**config.mk**
```make
export PLATFORM = sky130hd
export DESIGN_NAME = hazard_controller
export DESIGN_NICKNAME = d
export VERILOG_FILES = /design/src/rtl/rv32i_types.sv /design/src/rtl/load_use_detect.sv /design/src/rtl/hazard_controller.sv
export SDC_FILE = /design/constraint.sdc
export NUM_CORES = 1
export LEC_CHECK = 0
export CAP_MARGIN = 30
export CORE_UTILIZATION = 23
export CTS_CLUSTER_DIAMETER = 40
export DETAILED_ROUTE_END_ITERATION = 12
export HOLD_SLACK_MARGIN = 0.03
export PLACE_DENSITY = 0.87
export SYNTH_ARGS = -nofsm -noshare
export SYNTH_HDL_FRONTEND = slang
export SYNTH_SLANG_ARGS = --single-unit
```
**constraint.sdc**
```tcl
create_clock -name clk -period 1.5 [get_ports clk]
set_input_delay 0.3 -clock clk [delete_from_list [all_inputs] [get_ports clk]]
set_output_delay 0.3 -clock clk [all_outputs]
set_load 0.03 [all_outputs]
```
**src/rtl/rv32i_types.sv**
```systemverilog
// Shared RV32I types: register index, opcode encodings and the hazard controller state.
package rv32i_types;

  typedef logic [4:0] rv32i_reg;

  typedef enum logic [6:0] {
    op_lui   = 7'b0110111,
    op_auipc = 7'b0010111,
    op_jal   = 7'b1101111,
    op_jalr  = 7'b1100111,
    op_br    = 7'b1100011,
    op_load  = 7'b0000011,
    op_store = 7'b0100011,
    op_imm   = 7'b0010011,
    op_reg   = 7'b0110011,
    op_csr   = 7'b1110011
  } rv32i_opcode;

  typedef enum logic {
    RUN       = 1'b0,
    LU_BUBBLE = 1'b1
  } hazard_state_t;

endpackage

```
**src/rtl/load_use_detect.sv**
```systemverilog
// Combinational load-use hazard decode between the EX load and the ID instruction.
module load_use_detect
  import rv32i_types::*;
(
  input  rv32i_reg    id_rs1,
  input  rv32i_reg    id_rs2,
  input  rv32i_opcode id_opcode,
  input  rv32i_reg    id_ex_rd,
  input  logic        id_ex_mem_read,
  output logic        ld_use
);

  logic uses_rs1;
  logic uses_rs2;

  always_comb begin
    uses_rs1 = !(id_opcode inside {op_lui, op_auipc, op_jal});
    uses_rs2 = id_opcode inside {op_reg, op_br, op_store};
    ld_use   = id_ex_mem_read && (id_ex_rd != '0) &&
               (((id_ex_rd == id_rs1) && uses_rs1) ||
                ((id_ex_rd == id_rs2) && uses_rs2));
  end

endmodule

```
**src/rtl/hazard_controller.sv**
```systemverilog
// Pipeline hazard controller: freeze > branch flush > load-use bubble.
// Performance counters are built only when HAZARD_PERF_CNT_EN is defined.
module hazard_controller
  import rv32i_types::*;
(
  input  logic        clk,
  input  logic        rst,
  input  rv32i_reg    id_rs1,
  input  rv32i_reg    id_rs2,
  input  rv32i_opcode id_opcode,
  input  rv32i_reg    id_ex_rd,
  input  logic        id_ex_mem_read,
  input  logic        ex_br_taken,
  input  logic        imem_resp,
  input  logic        dmem_req,
  input  logic        dmem_resp,
  output logic        pc_stall,
  output logic        if_id_stall,
  output logic        id_ex_stall,
  output logic        ex_mem_stall,
  output logic        mem_wb_stall,
  output logic        if_id_flush,
  output logic        id_ex_flush,
  output logic [31:0] ld_use_cnt,
  output logic [31:0] mem_stall_cnt,
  output logic [31:0] flush_cnt
);

  hazard_state_t state;
  logic ld_use;
  logic freeze;
  logic do_flush;
  logic do_bubble;

  load_use_detect u_load_use_detect (
    .id_rs1         (id_rs1),
    .id_rs2         (id_rs2),
    .id_opcode      (id_opcode),
    .id_ex_rd       (id_ex_rd),
    .id_ex_mem_read (id_ex_mem_read),
    .ld_use         (ld_use)
  );

  always_comb begin
    freeze    = !imem_resp || (dmem_req && !dmem_resp);
    do_flush  = !freeze && ex_br_taken;
    do_bubble = !freeze && !ex_br_taken && ld_use && (state == RUN);

    // Outputs are forced quiet during reset regardless of the other inputs.
    pc_stall     = !rst && (freeze || do_bubble);
    if_id_stall  = !rst && (freeze || do_bubble);
    id_ex_stall  = !rst && freeze;
    ex_mem_stall = !rst && freeze;
    mem_wb_stall = !rst && freeze;
    if_id_flush  = !rst && do_flush;
    id_ex_flush  = !rst && (do_flush || do_bubble);
  end

  always_ff @(posedge clk) begin
    if (rst)            state <= RUN;
    else if (freeze)    state <= state;
    else if (do_bubble) state <= LU_BUBBLE;
    else                state <= RUN;
  end

`ifdef HAZARD_PERF_CNT_EN
  generate
    if (1'b1) begin : g_perf_cnt
      logic [31:0] lu_q;
      logic [31:0] ms_q;
      logic [31:0] fl_q;

      always_ff @(posedge clk) begin
        if (rst) begin
          lu_q <= '0;
          ms_q <= '0;
          fl_q <= '0;
        end else begin
          if (do_bubble) lu_q <= lu_q + 32'd1;
          if (freeze)    ms_q <= ms_q + 32'd1;
          if (do_flush)  fl_q <= fl_q + 32'd1;
        end
      end

      assign ld_use_cnt    = lu_q;
      assign mem_stall_cnt = ms_q;
      assign flush_cnt     = fl_q;
    end
  endgenerate
`else
  assign ld_use_cnt    = '0;
  assign mem_stall_cnt = '0;
  assign flush_cnt     = '0;
`endif

endmodule

```
==> results.ini <==
[run_status]
outcome = complete, but fails checks
violations = setup timing

[power_and_ir_drop]
cellPowerDensity_mw_per_mm2 = 463
intPower_uw = 152
leakage_uw = 0.000722
peakVddDrop_mv = 0.195
p_sw_uw = 423
comb_power_share_pct = 95.2
pwr-share-clk_pct = 0
pwr-share-seq_pct = 4.8
power_uw = 574
p_sw_share_pct = 73.6

[min_path]
whs_endpoint = state$_SDFFE_PP0N_
holdCritPathClass = flip-flop to flip-flop
min_path_cells = 2
holdCritStartpoint = state$_SDFFE_PP0N_

[grt]
grt_pass1_wl_mm = 2.28
grt_antenna_before_repair = 0
grt_overflow = 0
grt_max_degree = 4
grt_use_total_pct = 6.65
grt_pass1_vias = 533

[layout]
drive_gt1_share_pct = 31.8
reg.largest.list = state (1)
final_cells = 229
fin_util_pct = 30.3
regMostFlops = state
fin_nets = 210
largest_reg_flops = 1
fillers = 458
area_growth_pct = 24.5
diodes = 0

[sta]
rsz0062_at_grt = yes
post-route-worst-setup-slack_ps = -310
drv_slew = 0
max_freq_ghz = 0.552
skew_ps = 0
setup_violations = 4
whs_ps = 514
finalCritPeriodShare_pct = 121
final.min_clock_period_ps = 1810
hold_viol_final = 0

[floorplanning]
start_util_pct = 24.4
coreArea_sq_mm = 0.00409
ioPinCount = 132
die_area_sq_mm = 0.00460
die-height_um = 67.8
rows = 23
fp.dieW_um = 67.8

[place]
dp.cells = 226
routabilityCongestion = 0.639
io_buffers = 35
hpwl_mm = 1.64

[routing]
drtIter0Drc = 0
firstDrtPassIters = 1
via_per_inst = 3.10
vias = 711
drcViolationCount = 0
antenna_left = 0
routed_wl_mm = 1.91
routedWlPerCell_um = 8.34

[setup_path]
r2r_setup_slack_ps = 480
cp-end-kind = primary output
r2r-end = state$_SDFFE_PP0N_
start_kind = input pin
critPathKind = input pin to primary output
arrival_ps = 1510
crit_fanout = 3
r2r_cells = 4
cp.required_ps = 1200
rr_startpoint = state$_SDFFE_PP0N_

[synthesis]
avgSynthCellArea_sq_um = 7.27
synth.distinct_cells = 20
yosysTopAreaCell = buf_4
ys_seq_elements = 1
yosysSeqAreaShare_pct = 2.01
synth.area.top_cells = buf_4, xor2_1, nand2_1, xnor2_1, dfxtp_1
netlist_instances = 137
synth_top_area_share_pct = 74.6
yosys_warnings = 0
syn_area_sq_um = 996

[clock_network]
holdBufCountCts = 0
clk_latency_ps = 0
clk_transition_reported_paths_ps = 0

[job]
drv_cap = 0

-- final cells by class --
cell class	count	area, sq um	share of cell area, %
Multi-Input combinational cell	130	757	61.0
Tap cell	50	62.6	5.05
Sequential cell	1	20.0	1.61
Timing Repair Buffer	46	393	31.7
Inverter	2	7.51	0.605
-- repair_timing --
item                                    CTS  global route
endpoints found under the setup margin    8             6
pin swaps                                18            14
cloned                                    0             0
buffers inserted                          1             2
gates resized for setup                  96            24
-- critical path, cell delays in order --
cell and delay (ps):
clkdlybuf4s15_1 210, nand3_4 110, o311a_4 330, o2111ai_4 270
nand2_1 130, buf_6 160
-- cells by family (layout without fill, tap and decap cells) --
family	Yosys count	count (layout)	synth area share [%]
buf+inv	101	48	75.4
simple gates	20	20	10.4
xor+xnor	10	10	8.79
compound gates	4	4	3.02
other cells	1	96	0.377
flops	1	1	2.01
-- routing by layer --
| metal | global-route usage (%) | share of wire (%) |
|---|---|---|
| met1 | 5.84 | 26 |
| met2 | 15.7 | 59 |
| met3 | 0.845 | 15 |
| met4 | 0 | 0 |
| met5 | 0 | 0 |
-- power by group through the flow --
| stage | logic, uW | registers (uW) | clock network [uW] |
|---|---|---|---|
| after floorplan | 580 | 27.3 | 0 |
| after detailed placement | 506 | 27.3 | 0 |
| final | 547 | 27.3 | 0 |
| after CTS | 533 | 27.3 | 0 |
| after global placement | 503 | 27.3 | 0 |
| after global routing | 584 | 27.3 | 0 |
-- cells in the mapped netlist --
library cell and n:
nor3b_1 1, nand2_1 7, nor3_1 2, inv_1 2, xor2_1 7, nor2b_1 1, dfxtp_1 1, nand2b_1 2
xnor2_1 3, buf_4 99, conb_1 1, nor4_1 1, a21oi_1 1, a31oi_1 1, o2111ai_1 1, nand4_1 1
nor2_1 3, nor3b_2 1, o311a_1 1, nand3_1 1
-- worst max-delay path by stage --
stage | start | to | depth (start not counted)
2_1_floorplan | id_opcode[4] | pc_stall | 6
3_3_place_gp | id_opcode[4] | id_ex_flush | 7
3_5_place_dp | id_ex_rd[0] | if_id_stall | 7
4_1_cts | id_opcode[2] | id_ex_flush | 7
5_1_grt | id_opcode[0] | id_ex_flush | 6
6_report | id_opcode[1] | id_ex_flush | 6
-- cell usage in the layout (no fill, tap or decap) --
cell type,n
conb_1,96
xor2_1,5
buf_4,6
nor3b_2,1
nor3b_4,1
dlygate4sd2_1,3
a31oi_2,1
inv_1,1
o311a_4,1
buf_2,8
dfxtp_1,1
nand2b_4,2
a21oi_4,1
xnor2_2,3
nor3_2,1
xor2_2,2
nor2_1,2
nand4_1,1
o2111ai_4,1
nand2_2,1
nor4_4,1
nor2b_4,1
inv_2,1
nand2_1,4
clkbuf_2,6
clkdlybuf4s15_1,6
nand2_4,2
buf_6,15
nor2_4,1
nand3_4,1
clkdlybuf4s50_1,1
dlymetal6s2s_1,1
nor3_1,1
-- stage by stage --
stage / cell area (sq um) / setup WS (ps) / setup TNS (ps)
global placement: 1090 / -703 / -3420
global route: 1240 / -349 / -1040
finish: 1240 / -310 / -859
floorplan: 1380 / -141 / -241
detailed placement: 1090 / -750 / -3740
CTS: 1210 / -386 / -1160
Power figures use the tool's default switching activity.
